$ cat config.mk
export PLATFORM = sky130hd
export DESIGN_NAME = dpram_access_ctrl
export DESIGN_NICKNAME = d
export VERILOG_FILES = /design/src/rtl/dpram_access_ctrl.sv
export SDC_FILE = /design/constraint.sdc
export NUM_CORES = 1
export LEC_CHECK = 0
export ABC_AREA = 1
export BUFFER_PORTS_ARGS = -buffer_cell sky130_fd_sc_hd__buf_2
export CAP_MARGIN = 5
export CORE_MARGIN = 2
export CORE_UTILIZATION = 50
export CTS_CLUSTER_DIAMETER = 200
export DETAILED_ROUTE_END_ITERATION = 12
export PLACE_DENSITY_LB_ADDON = 0.12
export SKIP_CTS_REPAIR_TIMING = 1
export SLEW_MARGIN = 10
export SYNTH_ARGS = -nofsm -noshare
export SYNTH_HDL_FRONTEND = slang
export SYNTH_SLANG_ARGS = --single-unit
$ cat constraint.sdc
create_clock -name clk -period 2.69 [get_ports clk]
set_input_delay 0.1345 -clock clk [delete_from_list [all_inputs] [get_ports clk]]
set_output_delay 0.1345 -clock clk [all_outputs]
set_load 0.01 [all_outputs]
$ cat src/rtl/dpram_access_ctrl.sv
// Dual-port RAM access controller: valid/ready request handshakes per port, one outstanding
// read per port, and port A priority when both ports hit the same word and either one writes.
module dpram_access_ctrl #(
  parameter  int DEPTH = 8,
  parameter  int WIDTH = 8,
  localparam int AW    = $clog2(DEPTH)
) (
  input  logic             clk,
  input  logic             rst,
  input  logic             req_valid_a,
  output logic             req_ready_a,
  input  logic             req_we_a,
  input  logic [AW-1:0]    req_addr_a,
  input  logic [WIDTH-1:0] req_wdata_a,
  output logic             rsp_valid_a,
  input  logic             rsp_ready_a,
  output logic [WIDTH-1:0] rsp_rdata_a,
  input  logic             req_valid_b,
  output logic             req_ready_b,
  input  logic             req_we_b,
  input  logic [AW-1:0]    req_addr_b,
  input  logic [WIDTH-1:0] req_wdata_b,
  output logic             rsp_valid_b,
  input  logic             rsp_ready_b,
  output logic [WIDTH-1:0] rsp_rdata_b,
  output logic             ram_we_a,
  output logic [AW-1:0]    ram_addr_a,
  output logic [WIDTH-1:0] ram_wdata_a,
  input  logic [WIDTH-1:0] ram_rdata_a,
  output logic             ram_we_b,
  output logic [AW-1:0]    ram_addr_b,
  output logic [WIDTH-1:0] ram_wdata_b,
  input  logic [WIDTH-1:0] ram_rdata_b,
  output logic [7:0]       coll_cnt
);

  logic             ready_pre_a, ready_pre_b, stall_b, acc_a, acc_b;
  logic             ram_we_a_q, ram_we_a_d, ram_we_b_q, ram_we_b_d;
  logic [AW-1:0]    ram_addr_a_q, ram_addr_a_d, ram_addr_b_q, ram_addr_b_d;
  logic [WIDTH-1:0] ram_wdata_a_q, ram_wdata_a_d, ram_wdata_b_q, ram_wdata_b_d;
  logic             rd1_a_q, rd1_a_d, rd2_a_q, rd2_a_d;
  logic             rd1_b_q, rd1_b_d, rd2_b_q, rd2_b_d;
  logic             rsp_valid_a_q, rsp_valid_a_d, rsp_valid_b_q, rsp_valid_b_d;
  logic [WIDTH-1:0] rsp_rdata_a_q, rsp_rdata_a_d, rsp_rdata_b_q, rsp_rdata_b_d;
  logic [7:0]       coll_cnt_q, coll_cnt_d;

  // Handshake: a port is busy while a read is in the two-stage RAM pipe or a response is unconsumed.
  always_comb begin
    ready_pre_a = !rst && !rd1_a_q && !rd2_a_q && (!rsp_valid_a_q || rsp_ready_a);
    ready_pre_b = !rst && !rd1_b_q && !rd2_b_q && (!rsp_valid_b_q || rsp_ready_b);
    stall_b     = req_valid_a && req_valid_b && (req_addr_a == req_addr_b) &&
                  (req_we_a || req_we_b) && ready_pre_a;
    req_ready_a = ready_pre_a;
    req_ready_b = ready_pre_b && !stall_b;
    acc_a       = req_valid_a && req_ready_a;
    acc_b       = req_valid_b && req_ready_b;
  end

  // Next state for port A: issue to RAM, track the read through RAM latency, hold the response.
  always_comb begin
    ram_we_a_d = acc_a && req_we_a;
    rd1_a_d    = acc_a && !req_we_a;
    rd2_a_d    = rd1_a_q;
    if (acc_a) begin
      ram_addr_a_d  = req_addr_a;
      ram_wdata_a_d = req_wdata_a;
    end else begin
      ram_addr_a_d  = ram_addr_a_q;
      ram_wdata_a_d = ram_wdata_a_q;
    end
    if (rd2_a_q) begin
      rsp_valid_a_d = 1'b1;
      rsp_rdata_a_d = ram_rdata_a;
    end else if (rsp_ready_a) begin
      rsp_valid_a_d = 1'b0;
      rsp_rdata_a_d = rsp_rdata_a_q;
    end else begin
      rsp_valid_a_d = rsp_valid_a_q;
      rsp_rdata_a_d = rsp_rdata_a_q;
    end
  end

  // Next state for port B, identical in shape to port A.
  always_comb begin
    ram_we_b_d = acc_b && req_we_b;
    rd1_b_d    = acc_b && !req_we_b;
    rd2_b_d    = rd1_b_q;
    if (acc_b) begin
      ram_addr_b_d  = req_addr_b;
      ram_wdata_b_d = req_wdata_b;
    end else begin
      ram_addr_b_d  = ram_addr_b_q;
      ram_wdata_b_d = ram_wdata_b_q;
    end
    if (rd2_b_q) begin
      rsp_valid_b_d = 1'b1;
      rsp_rdata_b_d = ram_rdata_b;
    end else if (rsp_ready_b) begin
      rsp_valid_b_d = 1'b0;
      rsp_rdata_b_d = rsp_rdata_b_q;
    end else begin
      rsp_valid_b_d = rsp_valid_b_q;
      rsp_rdata_b_d = rsp_rdata_b_q;
    end
  end

  // Saturating collision-stall counter.
  always_comb begin
    if (stall_b && (coll_cnt_q != 8'hFF)) begin
      coll_cnt_d = coll_cnt_q + 8'd1;
    end else begin
      coll_cnt_d = coll_cnt_q;
    end
  end

  // State registers; reset drops any read still in flight.
  always_ff @(posedge clk) begin
    if (rst) begin
      ram_we_a_q    <= 1'b0;
      ram_addr_a_q  <= '0;
      ram_wdata_a_q <= '0;
      rd1_a_q       <= 1'b0;
      rd2_a_q       <= 1'b0;
      rsp_valid_a_q <= 1'b0;
      rsp_rdata_a_q <= '0;
      ram_we_b_q    <= 1'b0;
      ram_addr_b_q  <= '0;
      ram_wdata_b_q <= '0;
      rd1_b_q       <= 1'b0;
      rd2_b_q       <= 1'b0;
      rsp_valid_b_q <= 1'b0;
      rsp_rdata_b_q <= '0;
      coll_cnt_q    <= 8'd0;
    end else begin
      ram_we_a_q    <= ram_we_a_d;
      ram_addr_a_q  <= ram_addr_a_d;
      ram_wdata_a_q <= ram_wdata_a_d;
      rd1_a_q       <= rd1_a_d;
      rd2_a_q       <= rd2_a_d;
      rsp_valid_a_q <= rsp_valid_a_d;
      rsp_rdata_a_q <= rsp_rdata_a_d;
      ram_we_b_q    <= ram_we_b_d;
      ram_addr_b_q  <= ram_addr_b_d;
      ram_wdata_b_q <= ram_wdata_b_d;
      rd1_b_q       <= rd1_b_d;
      rd2_b_q       <= rd2_b_d;
      rsp_valid_b_q <= rsp_valid_b_d;
      rsp_rdata_b_q <= rsp_rdata_b_d;
      coll_cnt_q    <= coll_cnt_d;
    end
  end

  assign ram_we_a    = ram_we_a_q;
  assign ram_addr_a  = ram_addr_a_q;
  assign ram_wdata_a = ram_wdata_a_q;
  assign rsp_valid_a = rsp_valid_a_q;
  assign rsp_rdata_a = rsp_rdata_a_q;
  assign ram_we_b    = ram_we_b_q;
  assign ram_addr_b  = ram_addr_b_q;
  assign ram_wdata_b = ram_wdata_b_q;
  assign rsp_valid_b = rsp_valid_b_q;
  assign rsp_rdata_b = rsp_rdata_b_q;
  assign coll_cnt    = coll_cnt_q;

endmodule

# [Word-level counts from Yosys, hierarchy flattened]
# Index checks and enable logic that the tools add are counted.
[word_totals] wordCells=55 regBits=54 inputBits=46
[classes] n_mux=4 n_addsub=1 n_eq_ne=2 reduce_logical=33
[ops] op="$logic_and 1x1->1" count=18
[ops] op="$logic_not 1->1" count=10
[ops] op="$add 8x1->8 const B" count=1
[ops] op="$ne 8x8->1 const B" count=1
[ops] op="$mux 1" count=4
[ops] op="$reduce_bool 2->1" count=2
[ops] op="$eq 3x3->1" count=1
[ops] op="$logic_or 1x1->1" count=3

# [Depth between registers and ports, before layout]
# Gate-level depths: netlist of run 1.
[depth] word_depth=9 ltp_mapped=11

# [Worst setup path after synthesis of run 1]
# OpenSTA, ideal clock, no wires.
[synth_path] path_kind="flip-flop to flip-flop" startpoint="register coll_cnt_q[1], in the netlist coll_cnt[1]" endpoint="register coll_cnt_q[0], in the netlist coll_cnt[0]" required_time_ps=2576 period_less_slack_ps=1469 stages_incl_launch_ff=9 t_arrival_ps=1355 n_path_buf=0 slack_ps=1221 cell_sequence="dfxtp_1 ha_1 nand2_1 nor2_1 nand4_2 nand3_2 nand2_1 nand2_1 nor2_1"
[synth_between] elab_chain_len=2
[synth_rtl] item="start, declared" line="45" source="logic [7:0] coll_cnt_q, coll_cnt_d;"
[synth_rtl] item="start signal, assigned" line="149" source="coll_cnt_q <= coll_cnt_d;"
[synth_rtl] item="$ne 8x8->1" line="109" source="if (stall_b && (coll_cnt_q != 8'hFF)) begin"
[synth_rtl] item="$logic_and 1x1->1" line="109"
# Every way passes these cells.
# A chain may end at the register's enable or synchronous reset.

# [Worst setup path after layout of run 1]
[layout_path] startpoint="register rd2_b_q" endpoint="output port req_ready_b"
[layout_between] elab_chain_len=4
[layout_rtl] item="start, declared" line="42" source="logic rd1_b_q, rd1_b_d, rd2_b_q, rd2_b_d;"
[layout_rtl] item="start signal, assigned" line="146" source="rd2_b_q <= rd2_b_d;"
[layout_rtl] item="$logic_not 1->1" line="50" source="ready_pre_b = !rst && !rd1_b_q && !rd2_b_q && (!rsp_valid_b_q || rsp_ready_b);"
[layout_rtl] item="$logic_and 1x1->1 (2 in a row)" line="50"
[layout_rtl] item="$logic_and 1x1->1" line="54" source="req_ready_b = ready_pre_b && !stall_b;"
[layout_rtl] item="end, declared" line="19" source="output logic req_ready_b,"
# Every way passes these cells.

==> summary.txt, run 1 <==
Status: finished, final reports clean
Core ar.: 4414 sq um
Share of layout cells above drive strength 1: 28.19%
Setup TNS: 0 ns
Final WL: 4.972 mm
Hold WC Path Type: primary input to register
RSZ-0062 raised after global routing: false
RD Place Congestion: 0.8051
Io pins: 98
GR Util All Layers: 20.36%
P&R area growth vs syn: 26.89%
WL met3: 418 microns
Syn Nets: 365
Critical Path Sink: req_ready_b
Post-synth top area cell: dfxtp_1
RR Endpoint: ram_wdata_b[6]
Final ANT Viol Nets: 0
Count of unique library cells instantiated by Yosys: 29
Clock transition at path regs: 0.09 ns
Total CTS buffers: 5
Synth area leaders: dfxtp_1, nand2_1, nor2_1, inv_1, o21ai_0
Die height: 72.15 microns
WL met2: 2.251 mm
Total power: 0.001594 W
Die area: 5206 sq um
Initial antenna violation count: 0
Setup Viol. Count Final: 0
Root buf cell: clkbuf_8
Final hold vios: 0
Synth Instances: 318
Worst r2r path cells: 7
Clk_skew: 0.006292 ns
Port bufs: 97
# clock sinks: 54
Cell Rows: 24
CTS H-tree lvls: 2
First-pass detailed-route iteration total: 4
Ys Warns: 0
Post-synthesis cell area: 2322 sq um
Grt total ovfl: 0
Routed length per instance: 10.65 microns
Crit path time final: 1.879 ns
Max Slew Vio Count: 0
Period utilization: 69.84%
Flops & latches, synth: 54
# diodes: 0
DR iter-0 viols: 124
Max layer used: met4
Final Cell Area: 2947 sq um
Yosys top cell area share: 46.55%
Net count reported at finish: 461
Clock Latency Late Sink: 0.30 ns
Setup WS post-layout: 0.8114 ns
Leakage: 1.587 nW
WP data required: 2.56 ns
Pin count of the biggest net entering global routing: 40
Die X-Extent: 72.15 microns
CP Max Fanout: 13
Total of max-cap violations: 0
M1 wire length: 2.245 mm
Sequential share of the synthesized area: 46.55%
Via count: 2231
Dpl ws: 0.9964 ns
Worst Max-Slew Pin Slew: 1.079 ns
Crit path kind: register to output port
Vias in the first global route: 1988
Initial Utilization: 52.61%
Placed cell areas: 2816 sq um
Worst r2r src: rd2_b_q
Peak VDD IR: 0.3641 mV
PD cells: 541.0 nW/um^2
HPWL after detailed placement: 3.651 mm
Rel. slew slack: 28.02%
Global-route wire length before repair: 8.438 mm
Critical Path Source: rd2_b_q
Vias/cell: 4.777
Crit path DAT: 1.74 ns
Worst reg-to-reg setup slack: 1.00 ns
Syn avg cell area: 7.303 sq um
Drt drc: 0
Worst Setup Start Kind: register
Worst Setup End Kind: output port
Clk buf depth: 2
Fmax: 0.5323 GHz
CTS tree: built
## routing by layer
metal	vias to the layer above	track usage [%]
li1	1188	-
met1	948	25.80
met2	89	32.62
met3	6	6.111
met4	0	7.966
met5	-	0
## worst max-delay path: stages (launching register included)
cell,delay [ns]
dfxtp_1,0.39
inv_2,0.17
o21ai_2,0.10
nor3_4,0.44
and2_1,0.21
buf_2,0.13
## cells by family (layout without fill, tap and decap cells)
kind of cell | count (synthesis) | after routing | share of synthesized area, %
XOR/XNOR | 3 | 3 | 1.132
buffers and inverters | 62 | 159 | 10.94
adder cells (fa/ha/maj) | 1 | 1 | 0.5387
flip-flops | 54 | 54 | 46.55
AND/OR/NAND/NOR | 160 | 160 | 32.49
AO/OA/AOI/OAI | 38 | 38 | 8.351
## synthesized netlist by cell type (all sizes together)
cell    instances
nand2          70
nor2           58
dfxtp          54
inv            44
o21ai          30
nand4          19
nand3           9
a21oi           8
clkinv          8
clkbuf          6
buf             4
nand3b          2
xnor2           2
and2            1
ha              1
nor3            1
xor2            1
## cell usage in the layout (no fill, tap or decap), drive strengths merged
| cell type | count |
|---|---|
| nor3 | 1 |
| clkinvlp | 1 |
| clkbuf | 6 |
| nor2 | 58 |
| ha | 1 |
| clkinv | 8 |
| a21oi | 8 |
| xor2 | 1 |
| nand2 | 70 |
| xnor2 | 2 |
| nand4 | 19 |
| nand3b | 2 |
| buf | 97 |
| and2 | 1 |
| o21ai | 30 |
| dfxtp | 54 |
| dlygate4sd3 | 2 |
| nand3 | 9 |
| inv | 44 |
| bufinv | 1 |
## power breakdown
group	switching, W	total (W)	internal [W]	leakage, nW
sequential	0.0000186	0.000855	0.000836	0.441
combinational	0.000120	0.000207	0.0000862	1.09
clock	0.000255	0.000533	0.000278	0.0514
total	0.000394	0.00159	0.00120	1.59
## per-stage QoR
step                      util (%)  instances  hold WS (ns)
after global routing         66.75        467       0.02474
final                        66.75        467       0.02670
after floorplan                  -        318        0.2036
after CTS                    66.30        465      -0.02565
after global placement       63.80        457        0.3095
after detailed placement     63.80        457        0.3107
## state kept, by name, indices dropped and copies added (netlist names), 3 cells and up
name	cells
ram_wdata_b	8
ram_addr_a	3
rsp_rdata_a	8
ram_addr_b	3
coll_cnt	8
rsp_rdata_b	8
ram_wdata_a	8
## worst min path at each step
stage                   startpoint        endpoint  slack, ns  cells after the start
floorplan                      rst     coll_cnt[1]       0.20                      1
finish              req_wdata_a[6]  ram_wdata_a[6]       0.03                      3
detailed placement        req_we_b         rd1_b_q       0.31                      2
global placement          req_we_b         rd1_b_q       0.31                      2
CTS                       req_we_a         rd1_a_q      -0.03                      2
global route        req_wdata_a[0]  ram_wdata_a[0]       0.02                      3
## layout make-up
type	instances	area [sq um]
fill	426	1468
sequential	54	1081
multi-input combinational	202	987.2
timing repair buffer	99	505.5
inverter	52	197.7
clock buffer	6	72.57
tap	52	65.06
clock inverter	2	37.54
Power figures use the tool's default switching activity.
==> run 2, diff against run 1 <==
--- a/config.mk
+++ b/config.mk
@@ -5,11 +5,11 @@
 export SDC_FILE = /design/constraint.sdc
 export NUM_CORES = 1
 export LEC_CHECK = 0
-export ABC_AREA = 1
+export ABC_AREA = 0
 export BUFFER_PORTS_ARGS = -buffer_cell sky130_fd_sc_hd__buf_2
 export CAP_MARGIN = 5
 export CORE_MARGIN = 2
-export CORE_UTILIZATION = 50
+export CORE_UTILIZATION = 41
 export CTS_CLUSTER_DIAMETER = 200
 export DETAILED_ROUTE_END_ITERATION = 12
 export PLACE_DENSITY_LB_ADDON = 0.12
==> constraint.sdc (replaced) <==
create_clock -name clk -period 1.65 [get_ports clk]
set_input_delay 0.0825 -clock clk [delete_from_list [all_inputs] [get_ports clk]]
set_output_delay 0.0825 -clock clk [all_outputs]
set_load 0.01 [all_outputs]
==> run 2 against run 1 <==
Effect of this change:
- the run now ends with hold timing, setup timing left
- sequential share of layout area is 1.4 points higher
- global-route usage is 4.8 points lower
- via count is 19% lower
- clock power is 26% higher
- worst hold slack worse by 0.040 ns
- clock skew is 0.0035 ns lower
- combinational power is 50% higher
- utilization is 7.2 points lower
- die area is 7.3% higher
- routed wire length is 6.9% lower
- total power is 48% higher
- synthesized cell count is 34% lower
- critical path type is now register to register
- largest power group unchanged
- highest routed layer unchanged
==> summary.txt, run 2 <==
Commonest non-fill, non-tap cell in the layout: buf_2
Global-route wire length before repair: 6.617 mm (-22%)
Clk_skew: 0.002789 ns (-0.003503 ns)
Worst Max-Slew Pin Slew: 0.3096 ns (-0.7689 ns)
Post-Synth Adder-Cell Area: 0.6098% (+0.071 points)
Pin count of the biggest net entering global routing: 26 (-35%)
Synth area leaders: dfxtp_1, mux2i_1, nor2_1, o21ai_0, nand2b_1
# diodes: 0 (unchanged)
Hold WC Path Type: primary input to register
Cells along the critical path: nor2b_4 > or4_4 > a311oi_4 > buf_12 > mux2i_1 > nor2_1
Total CTS buffers: 5 (unchanged)
Yosys top cell area share: 52.68% (+6.1 points)
Via count: 1803 (-19%)
Setup WS post-layout: -0.06549 ns (-0.8769 ns)
Ys flop type: dfxtp_1
Net count reported at finish: 370 (-20%)
Clk buf depth: 2 (unchanged)
Mux share of post-synthesis cell area: 13.66% (+14 points)
Setup TNS: -0.5293 ns (-0.5293 ns)
Share of layout cells above drive strength 1: 38.39% (+10 points)
Top cell types by occurrence after synthesis: dfxtp_1, nor2_1, mux2i_1, o21ai_0, nand2b_1
Flops & latches, synth: 54 (unchanged)
Synth Instances: 210 (-34%)
Initial antenna violation count: 0 (unchanged)
Io pins: 98 (unchanged)
Ys Warns: 0 (unchanged)
Final hold vios: 3 (+3)
Max Slew Vio Count: 0 (unchanged)
Worst Setup End Kind: register
HPWL after detailed placement: 3.377 mm (-7.5%)
Final ANT Viol Nets: 0 (unchanged)
Crit path DAT: 1.90 ns (+0.16 ns)
Die height: 74.75 microns (+3.6%)
Sequential share of the synthesized area: 52.68% (+6.1 points)
Grt total ovfl: 0 (unchanged)
GR Util All Layers: 15.54% (-4.8 points)
Period utilization: 104.0%
Status: complete, but fails checks
Core ar.: 4786 sq um (+8.4%)
Post-synthesis cell area: 2052 sq um (-12%)
Storage cell area: 1084 sq um (+0.23%)
Syn Nets: 257 (-30%)
Cell Rows: 25 (+4.2%)
First-pass detailed-route iteration total: 4 (unchanged)
Synth Area in Compound Gates: 8.293% (-0.059 points)
Final WL: 4.628 mm (-6.9%)
DR iter-0 viols: 61 (-51%)
Die area: 5587 sq um (+7.3%)
Clock transition at path regs: 0.08 ns (about the same)
Largest family of logic cells by synthesized area: simple AND/OR/NAND/NOR gates
Area of the multi-input gates: 902.1 sq um (-8.6%)
RD Place Congestion: 0.7839 (-2.6%)
Count of unique library cells instantiated by Yosys: 27 (-6.9%)
Total power: 0.002353 W (+48%)
Rel. slew slack: 79.36% (+51 points)
Most common cell in the netlist: dfxtp_1
CP Max Fanout: 10 (-3)
Crit path largest cell delay: 0.43 ns (about the same)
Post-synth top area cell: dfxtp_1
CTS tree: built
Setup Viol. Count Final: 11 (+11)
Vias/cell: 4.623 (-3.2%)
Synth Area in Simple Gates: 19.21% (-13 points)
Routed length per instance: 11.87 microns (+11%)
Port bufs: 97 (unchanged)
Vias in the first global route: 1492 (-25%)
Most frequent cells in the layout: buf_2, dfxtp_1, nor2_1, mux2i_1, o21ai_0
Fmax: 0.5829 GHz
Peak VDD IR: 0.4125 mV (+13%)
CTS H-tree lvls: 2 (unchanged)
Syn avg cell area: 9.771 sq um (+34%)
Post-synth EDFFs: 0 (unchanged)
Fraction of registers with async set/reset: 0% (unchanged)
Leakage: 1.317 nW (-17%)
Root buf cell: clkbuf_8
Crit path kind: register to register
Die X-Extent: 74.75 microns (+3.6%)
P&R area growth vs syn: 38.78%
Worst Setup Start Kind: register
Failing checks: hold timing, setup timing
Slowest cell on the critical path: or4_4
Crit path time final: 1.715 ns
# clock sinks: 54 (unchanged)
Total of max-cap violations: 0 (unchanged)
Clock Latency Late Sink: 0.29 ns (about the same)
WP data required: 1.83 ns (-0.73 ns)
PD cells: 826.2 nW/um^2 (+53%)
Initial Utilization: 42.88% (-9.7 points)
Fraction of synthesized cell area in xor and xnor cells: 1.707% (+0.58 points)
Fillers: 447 (+4.9%)
Drt drc: 0 (unchanged)
Min Hold Slack: -0.01323 ns (-0.03993 ns)
RSZ-0062 raised after global routing: true
==> run 2: cell count changes after synthesis, sizes merged, moves of 8 or more <==
cell,change
nor2,-26
mux2i,+28
o21ai,-13
nand2,-59
nand2b,+12
clkinv,-8
inv,-40
nand4,-16
==> run 2: final timing paths <==
kind	slack, ns	to	cells after the start	startpoint
min reg2reg	0.47	rd2_a_q	1	rd1_a_q
max reg2reg	-0.07	ram_wdata_b[5]	6	rsp_valid_b
max	-0.07	ram_wdata_b[5]	6	rsp_valid_b
min	-0.01	ram_wdata_a[6]	3	req_wdata_a[6]
==> run 2: where the power goes <==
part	switching (W)	total [W]	internal, W
Sequential	0.0000220	0.00137	0.00135
Clock	0.000377	0.000670	0.000293
Combinational	0.000150	0.000310	0.000160
==> run 2: worst max-delay path: cells and delay by family, from the launching register on <==
family                 cells  cell delay (ns)
AOI/OAI and AO/OA          1             0.30
buffers and inverters      1             0.18
DFF                        1             0.33
muxes                      1             0.20
and+or+nand+nor            3             0.60
==> run 2: metrics by stage <==
step	area, sq um	instances	hold WS, ns	worst slack [ns]	utilization (%)
final	2848	390	-0.01323	-0.06549	59.50
after global routing	2848	390	0.001807	-0.1471	59.50
after CTS	2759	384	-0.04515	-0.08700	57.65
after detailed placement	2683	377	0.2780	-0.06910	56.05
after global placement	2683	377	0.2735	-0.02157	56.05
after floorplan	2071	210	0.1541	-0.1740	-
==> run 2: logic make-up (layout without fill, tap and decap cells) <==
logic type,count (synthesis),count (layout)
simple gates,79,79
flops,54,54
compound gates,28,28
mux,28,28
buf+inv,16,129
xor+xnor,4,4
fa+ha+maj,1,1
==> run 2: layout make-up <==
| class | instances | share of cell area (%) |
|---|---|---|
| inverter | 4 | 0.5272 |
| clock buffer | 7 | 2.680 |
| multi-input combinational | 140 | 31.68 |
| timing repair buffer | 118 | 24.12 |
| sequential | 54 | 38.05 |
| tap | 67 | 2.944 |
==> run 2: per-layer routing <==
layer	GRT usage [%]	share of wire [%]
met5	0	0
met1	20.23	47
met2	23.99	45
met4	4.762	0.48
met3	6.024	7.4
